File: config.mk
export PLATFORM = sky130hd
export DESIGN_NAME = pipe_stage_reg_flat
export DESIGN_NICKNAME = d
export VERILOG_FILES = /design/src/rtl/pipe_pkg.sv /design/src/rtl/pipe_stage_reg_if.sv /design/src/rtl/pipe_entry.sv /design/src/rtl/pipe_stage_reg.sv /design/src/flat_wrapper.sv
export SDC_FILE = /design/constraint.sdc
export NUM_CORES = 1
export LEC_CHECK = 0
export ABC_AREA = 1
export BUFFER_PORTS_ARGS = -buffer_cell sky130_fd_sc_hd__buf_2
export CORE_MARGIN = 5
export CORE_UTILIZATION = 54
export DETAILED_ROUTE_END_ITERATION = 6
export PLACE_DENSITY = 0.89
export SYNTH_ARGS = -nofsm -noshare
export SYNTH_HDL_FRONTEND = slang
export SYNTH_HIERARCHICAL = 1
export SYNTH_SLANG_ARGS = --single-unit
File: constraint.sdc
create_clock -name clk -period 1.88 [get_ports clk]
set_input_delay 0.564 -clock clk [delete_from_list [all_inputs] [get_ports clk]]
set_output_delay 0.564 -clock clk [all_outputs]
set_load 0.02 [all_outputs]
File: src/rtl/pipe_pkg.sv
// pipe_pkg: shared widths, control-field bit positions and occupancy encodings for pipeline stage registers.
package pipe_pkg;
    localparam int DATA_W_DEF = 32;
    localparam int CTRL_W_DEF = 8;
    localparam int WB_REGWR        = 0;
    localparam int WB_MEMTOREG_LSB = 1;
    localparam int WB_MEMTOREG_MSB = 2;
    localparam int WB_ADDRC_LSB    = 3;
    localparam int WB_ADDRC_MSB    = 7;
    localparam logic [1:0] OCC_EMPTY = 2'd0;
    localparam logic [1:0] OCC_ONE   = 2'd1;
    localparam logic [1:0] OCC_TWO   = 2'd2;
endpackage

File: src/rtl/pipe_stage_reg_if.sv
// pipe_stage_reg_if: upstream/downstream valid-ready handshake plus flush for one pipeline stage register.
interface pipe_stage_reg_if
    import pipe_pkg::*;
#(
    parameter int DATA_W = DATA_W_DEF,
    parameter int CTRL_W = CTRL_W_DEF
);
    logic              in_valid;
    logic              in_ready;
    logic [CTRL_W-1:0] in_ctrl;
    logic [DATA_W-1:0] in_data;
    logic              flush;
    logic              out_valid;
    logic              out_ready;
    logic [CTRL_W-1:0] out_ctrl;
    logic [DATA_W-1:0] out_data;
    modport master (
        output in_valid, in_ctrl, in_data, flush, out_ready,
        input  in_ready, out_valid, out_ctrl, out_data
    );
    modport slave (
        input  in_valid, in_ctrl, in_data, flush, out_ready,
        output in_ready, out_valid, out_ctrl, out_data
    );
endinterface

File: src/rtl/pipe_entry.sv
// pipe_entry: one valid+ctrl+data holding register; clear beats load, and data survives a clear.
module pipe_entry
    import pipe_pkg::*;
#(
    parameter int DATA_W = DATA_W_DEF,
    parameter int CTRL_W = CTRL_W_DEF
) (
    input  logic              clk,
    input  logic              reset,
    input  logic              load_i,
    input  logic              clear_i,
    input  logic [CTRL_W-1:0] ctrl_i,
    input  logic [DATA_W-1:0] data_i,
    output logic              valid_o,
    output logic [CTRL_W-1:0] ctrl_o,
    output logic [DATA_W-1:0] data_o
);
    logic              valid_q, valid_d;
    logic [CTRL_W-1:0] ctrl_q, ctrl_d;
    logic [DATA_W-1:0] data_q, data_d;

    always_comb begin
        valid_d = clear_i ? 1'b0 : load_i ? 1'b1 : valid_q;
        ctrl_d  = clear_i ? '0 : load_i ? ctrl_i : ctrl_q;
        data_d  = (load_i & ~clear_i) ? data_i : data_q;
    end

    always_ff @(posedge clk) begin
        if (reset) begin
            valid_q <= 1'b0;
            ctrl_q  <= '0;
            data_q  <= '0;
        end else begin
            valid_q <= valid_d;
            ctrl_q  <= ctrl_d;
            data_q  <= data_d;
        end
    end

    assign valid_o = valid_q;
    assign ctrl_o  = ctrl_q;
    assign data_o  = data_q;
endmodule

File: src/rtl/pipe_stage_reg.sv
// pipe_stage_reg: valid/ready pipeline stage with flush and optional skid entry for registered in_ready.
module pipe_stage_reg
    import pipe_pkg::*;
#(
    parameter int DATA_W = DATA_W_DEF,
    parameter int CTRL_W = CTRL_W_DEF,
    parameter bit SKID   = 1'b1
) (
    input  logic             clk,
    input  logic             reset,
    pipe_stage_reg_if.slave  bus,
    output logic [1:0]       occupancy
);
    logic              in_acc, out_acc;
    logic              m_valid, m_load, m_clear;
    logic              s_valid, s_load, s_clear, s_next;
    logic              in_ready_q, in_ready_d;
    logic [CTRL_W-1:0] m_ctrl, s_ctrl, m_ctrl_in;
    logic [DATA_W-1:0] m_data, s_data, m_data_in;

    // Main refills from skid first so FIFO order holds when draining from TWO.
    always_comb begin
        in_acc     = bus.in_valid & bus.in_ready & ~bus.flush;
        out_acc    = m_valid & bus.out_ready & ~bus.flush;
        m_load     = (s_valid & out_acc) | (in_acc & (~m_valid | out_acc));
        m_clear    = bus.flush | (out_acc & ~m_load);
        s_load     = in_acc & m_valid & ~out_acc;
        s_clear    = bus.flush | (s_valid & out_acc);
        s_next     = s_load | (s_valid & ~s_clear);
        in_ready_d = ~s_next;
        m_ctrl_in  = s_valid ? s_ctrl : bus.in_ctrl;
        m_data_in  = s_valid ? s_data : bus.in_data;
    end

    always_ff @(posedge clk) begin
        if (reset) in_ready_q <= 1'b1;
        else       in_ready_q <= in_ready_d;
    end

    pipe_entry #(.DATA_W(DATA_W), .CTRL_W(CTRL_W)) u_main (
        .clk, .reset, .load_i(m_load), .clear_i(m_clear),
        .ctrl_i(m_ctrl_in), .data_i(m_data_in),
        .valid_o(m_valid), .ctrl_o(m_ctrl), .data_o(m_data)
    );

    generate
        if (SKID) begin : g_skid
            pipe_entry #(.DATA_W(DATA_W), .CTRL_W(CTRL_W)) u_skid (
                .clk, .reset, .load_i(s_load), .clear_i(s_clear),
                .ctrl_i(bus.in_ctrl), .data_i(bus.in_data),
                .valid_o(s_valid), .ctrl_o(s_ctrl), .data_o(s_data)
            );
        end else begin : g_noskid
            assign s_valid = 1'b0;
            assign s_ctrl  = '0;
            assign s_data  = '0;
        end
    endgenerate

    assign bus.in_ready  = SKID ? in_ready_q : (~m_valid | bus.out_ready);
    assign bus.out_valid = m_valid;
    assign bus.out_ctrl  = m_valid ? m_ctrl : '0;
    assign bus.out_data  = m_data;
    assign occupancy     = s_valid ? OCC_TWO : m_valid ? OCC_ONE : OCC_EMPTY;
endmodule
File: src/flat_wrapper.sv
// flat-port wrapper written by rule: the top's interface ports become plain ports
module pipe_stage_reg_flat import pipe_pkg::*;
#(
    parameter int DATA_W = DATA_W_DEF,
    parameter int CTRL_W = CTRL_W_DEF,
    parameter bit SKID   = 1'b1
)
  (clk, reset, occupancy, bus_in_valid, bus_in_ctrl, bus_in_data, bus_flush, bus_out_ready, bus_in_ready, bus_out_valid, bus_out_ctrl, bus_out_data);
  pipe_stage_reg_if #(.DATA_W(DATA_W), .CTRL_W(CTRL_W)) bus_i ();
  input  logic clk;
  input  logic reset;
  output logic [1:0] occupancy;
  input wire logic [$bits(bus_i.in_valid)-1:0] bus_in_valid;
  input wire logic [$bits(bus_i.in_ctrl)-1:0] bus_in_ctrl;
  input wire logic [$bits(bus_i.in_data)-1:0] bus_in_data;
  input wire logic [$bits(bus_i.flush)-1:0] bus_flush;
  input wire logic [$bits(bus_i.out_ready)-1:0] bus_out_ready;
  output wire logic [$bits(bus_i.in_ready)-1:0] bus_in_ready;
  output wire logic [$bits(bus_i.out_valid)-1:0] bus_out_valid;
  output wire logic [$bits(bus_i.out_ctrl)-1:0] bus_out_ctrl;
  output wire logic [$bits(bus_i.out_data)-1:0] bus_out_data;
  assign bus_i.in_valid = bus_in_valid;
  assign bus_i.in_ctrl = bus_in_ctrl;
  assign bus_i.in_data = bus_in_data;
  assign bus_i.flush = bus_flush;
  assign bus_i.out_ready = bus_out_ready;
  assign bus_in_ready = bus_i.in_ready;
  assign bus_out_valid = bus_i.out_valid;
  assign bus_out_ctrl = bus_i.out_ctrl;
  assign bus_out_data = bus_i.out_data;
  pipe_stage_reg #(.DATA_W(DATA_W), .CTRL_W(CTRL_W), .SKID(SKID)) u_core (.clk(clk), .reset(reset), .bus(bus_i), .occupancy(occupancy));
endmodule
## After elaboration in Yosys (flattened, before gate mapping)

Cells that the tools add are included.

- Mux-type cells: 5
- Bitwise operators: 24
- Reduce and logical (&&, ||, !) cells: 2

Operators with widths:

| operator | number |
|---|---|
| two-way mux 32 bit | 1 |
| two-way mux 8 bit | 2 |
| AND 1 bit | 12 |
| NOT 1 bit | 7 |
| bitwise OR 1 bit | 5 |
| OR reduction 2 bit | 2 |
| two-way mux 2 bit | 1 |
| two-way mux 1 bit | 1 |

- Register bits after elaboration: 83
- Output and inout bits: 44
- Logic and storage cells: 38

## Longest topological paths before layout

- Depth after elaboration: 10
- Mapped depth: 11
- Gate-level depth less buffers: 8

## By module

Netlist, hierarchy kept.

Modules (own cells, without submodules):

| module | instances | cells each | area each (um^2) | sequential area each (um^2) |
|---|---|---|---|---|
| pipe_entry | 2 | 246 | 1671.6 | 820.8 |
| pipe_stage_reg | 1 | 168 | 737.0 | 20.0 |

## Least setup slack after synthesis

Ideal clock, no wire load.

- Kind: register to register
- From: register u_core.u_main.valid_q, in the netlist u_core/u_main/valid_o
- To: register u_core.u_main.data_q[10], in the netlist u_core/u_main/data_o[10]
- Setup time: 0.064 ns
- Arrival time: 1.510 ns
- Required time: 1.816 ns
- Slack: 0.306 ns
- Cell stages (with the launch flop): 12
- Period minus slack after synthesis: 1.574 ns
- Path through: dfxtp_1 buf_6 nand2_2 inv_2 nand3_2 a21oi_1 buf_4 inv_2 nor2_4 buf_4 nor2_1 nor2_1

- Word-level cells in the longest chain between the ends: 10

Ends and longest elaborated chain:

| element | line | RTL |
|---|---|---|
| from (decl) | pipe_entry.sv:18 | `logic valid_q, valid_d;` |
| from (signal assigned) | pipe_entry.sv:34 | `valid_q <= valid_d;` |
| AND 1 bit (2 in a row) | pipe_stage_reg.sv:24 | `out_acc = m_valid & bus.out_ready & ~bus.flush;` |
| bitwise OR 1 bit | pipe_stage_reg.sv:25 | `m_load = (s_valid & out_acc) \| (in_acc & (~m_valid \| out_acc));` |
| AND 1 bit | pipe_stage_reg.sv:25 |  |
| bitwise OR 1 bit (*) | pipe_stage_reg.sv:25 |  |
| net u_core.m_load | pipe_stage_reg.sv:15 | `logic m_valid, m_load, m_clear;` |
| NOT 1 bit | pipe_stage_reg.sv:26 | `m_clear = bus.flush \| (out_acc & ~m_load);` |
| AND 1 bit | pipe_stage_reg.sv:26 |  |
| bitwise OR 1 bit | pipe_stage_reg.sv:26 |  |
| NOT 1 bit | pipe_entry.sv:25 | `data_d = (load_i & ~clear_i) ? data_i : data_q;` |
| AND 1 bit (*) | pipe_entry.sv:25 |  |
| to (signal assigned) | pipe_entry.sv:36 | `data_q <= data_d;` |
| to (decl) | pipe_entry.sv:20 | `logic [DATA_W-1:0] data_q, data_d;` |

Mark *: on every way through the listed nets, which the timed path passes. The rest lies on a longest branch.
A chain may end at the register's enable or synchronous reset.

## Worst setup path in the final report

- From: register u_core.u_main.valid_q, in the netlist u_core/u_main/valid_o
- To: output bus_out_ctrl[0]

- Word-level cells in the longest chain between the ends: 1

Ends and longest elaborated chain:

| element | line | RTL |
|---|---|---|
| two-way mux 8 bit | pipe_stage_reg.sv:62 | `assign bus.out_ctrl = m_valid ? m_ctrl : '0;` |
| to (decl) | flat_wrapper.sv:20 | `output wire logic [$bits(bus_i.out_ctrl)-1:0] bus_out_ctrl;` |

No other way between the ends.

==> impl_metrics.yaml <==
clocking:
  cts_tree: "yes"
  cts_sinks: 83
  cts_root_buf: "clkbuf_8"
  post_cts_resized: 0
  cts.clk_slew.worst_paths_ns: 0.09
  cts_buffers: 9
  hold_buffers: 0
  cts-htree-levels: 3
  clk_latency_ns: 0.36
  clock_path_buffers: 2
  postCtsSetupRepairBufs: 0
setup_path:
  path_delay_family: "buffers and inverters"
  slowest_stage: "dfxtp_2"
  crit_type: "register to primary output"
  worstPathRequired_ns: 1.32
  max_stage_delay_ns: 0.38
  critical_path_buf_inv_count: 3
  crit_chain: "buf_4 -> nand2_1 -> inv_1 -> buf_2"
  crit_fanout: 10
  end_kind: "primary output"
  crit_arrival_ns: 1.20
  r2r_slack_ns: 0.19
  start_kind: "register"
grt:
  grt_pass1_vias: 3866
  grt_overflow: 0
  antenna_found_initial: 0
  grt_usage: 0.212
  grt_pass1_wl_um: 16800
  grt_max_degree: 33
run:
  drv_cap: 0
power_and_ir_drop:
  total_power_mw: 3.65
  max-vdd-ir-drop_uv: 467
  leakage_nw: 2.60
  powerDensity_mw_per_mm2: 766
sta:
  slew_violations: 0
  min_period_over_period: 0.941
  worstMarginPinSlew_ns: 0.351
  hold_violations: 0
  min_period_ns: 1.77
  fin_setup_tns_ns: 0
  max_freq_ghz: 0.565
  holdWs_ns: 0.468
  setup_violations: 0
  finalClockSkew_ns: 0.0103
  rsz0062_at_grt: "false"
  relSlewSlack: 0.766
die:
  die_w_um: 96.9
  core-area_mm2: 0.00729
  rows: 31
  boundaryPins: 89
  initial_core_util: 0.560
  die_area_mm2: 0.00939
  die_y_um: 96.9
finish:
  drive_above_1_share: 0.184
  multi_input_area_mm2: 0.00185
  area_growth_pct: 16.9
  seq_area_mm2: 0.00166
  n_fill_cell: 678
  fin_util: 0.654
  fin_nets: 783
  diodes: 0
placement:
  place_congestion: 0.858
  port_buffers: 88
  dp_hpwl_um: 6960
synth:
  postSynthCellCount: 660
  postSynthNetCount: 705
  synthDistinctLibCells: 18
  syn-cell-area_mm2: 0.00408
  synth.avg_cell_area_um2: 6.18
  synth_seq_area_share: 0.407
  yosysWarningCount: 6
  ys_ff_latch: 83
detailed_routing:
  via_count: 4110
  drc: 0
  drtAntennaViolNets: 0
  routed_wl_um: 10200
  dr.pass1.iters: 6
  drtIter0Drc: 191
  vias_per_cell: 4.88
  post_drt_wl_per_cell_um: 12.1
outcome:
  status: "finished clean"
min_path:
  hold_class: "register to register"
==> cell families (layout without fill, tap and decap cells) <==
logic type / count (synthesis) / count (layout) / synth area share
buffers and inverters: 124 / 207 / 0.143
flip-flops: 83 / 83 / 0.407
AND/OR/NAND/NOR: 434 / 434 / 0.425
AO/OA/AOI/OAI: 19 / 19 / 0.0251
==> flip-flops by register name, summed over array words and instances, names as in the netlist <==
| signal | cells |
|---|---|
| u_core/bus.in_ready | 1 |
| u_core/g_skid.u_skid/ctrl_o | 8 |
| u_core/g_skid.u_skid/data_o | 32 |
| u_core/g_skid.u_skid/valid_o | 1 |
| u_core/u_main/ctrl_o | 8 |
| u_core/u_main/data_o | 32 |
| u_core/u_main/valid_o | 1 |
==> path summary, 6_finish.rpt <==
path                                  startpoint                              to  cells after the start
hold / removal    u_core/g_skid.u_skid/ctrl_o[1]  u_core/g_skid.u_skid/ctrl_o[1]                      2
hold reg to reg   u_core/g_skid.u_skid/ctrl_o[1]  u_core/g_skid.u_skid/ctrl_o[1]                      2
setup / recovery           u_core/u_main/valid_o                 bus_out_ctrl[0]                      4
setup reg to reg    u_core/g_skid.u_skid/valid_o         u_core/u_main/ctrl_o[4]                      5
==> per-stage QoR <==
step / area [um^2] / cells / worst slack, ns
2_1_floorplan: 4080 / 660 / 0.306
3_3_place_gp: 4560 / 826 / 0.149
3_5_place_dp: 4560 / 826 / 0.0342
4_1_cts: 4770 / 842 / 0.0383
5_1_grt: 4770 / 842 / 0.0459
6_report: 4770 / 842 / 0.111
==> placed cells by master (no fill, tap or decap), types with 2 or more instances in the layout <==
cell       count
nand2_1      231
clkinv_2       4
nand3_1       65
nor2_1       134
inv_2          6
inv_1         75
dfxtp_1       81
clkinv_1       2
buf_12         2
clkbuf_8       9
nor2_4         2
buf_2         88
a21oi_1       16
buf_4         16
dfxtp_2        2
bufinv_16      2
inv_4          2
==> area by class of cell <==
| cell class | count | share of cell area |
|---|---|---|
| clock inverters | 6 | 0.0168 |
| well taps | 99 | 0.0260 |
| flip-flops and latches | 83 | 0.349 |
| multi-input cells | 453 | 0.388 |
| repair buffers | 106 | 0.126 |
| inverters | 85 | 0.0680 |
| clock buffers | 10 | 0.0268 |
==> cell usage after synthesis, drive strengths merged <==
cell,instances,area (um^2)
nand2,232,873
nor2,136,526
dfxtp,83,1660
inv,83,317
nand3,66,335
buf,33,235
a21oi,18,93.8
clkbuf,6,22.5
clkinv,2,7.51
a31o,1,8.76
==> per-layer routing <==
metal	routed length [um]	GRT usage	share of wire	vias up
met5	0	0	0	-
met4	239	0.0929	0.024	0
met3	886	0.0568	0.087	24
met2	5160	0.386	0.51	174
met1	3870	0.229	0.38	1806
li1	-	-	-	2106
==> worst reg2reg max path: cells and delay by family, from the launching register on <==
family / cells / cell delay, ns
AO/OA/AOI/OAI: 2 / 0.45
buffers and inverters: 1 / 0.31
flip-flops: 1 / 0.55
AND/OR/NAND/NOR: 2 / 0.30
==> report_power, final <==
part	internal, mW	total [mW]	switching [mW]
logic	0.166	0.453	0.287
clock network	0.740	1.38	0.635
registers	1.80	1.83	0.0230
Note: power is estimated with default switching activity, not from simulation.
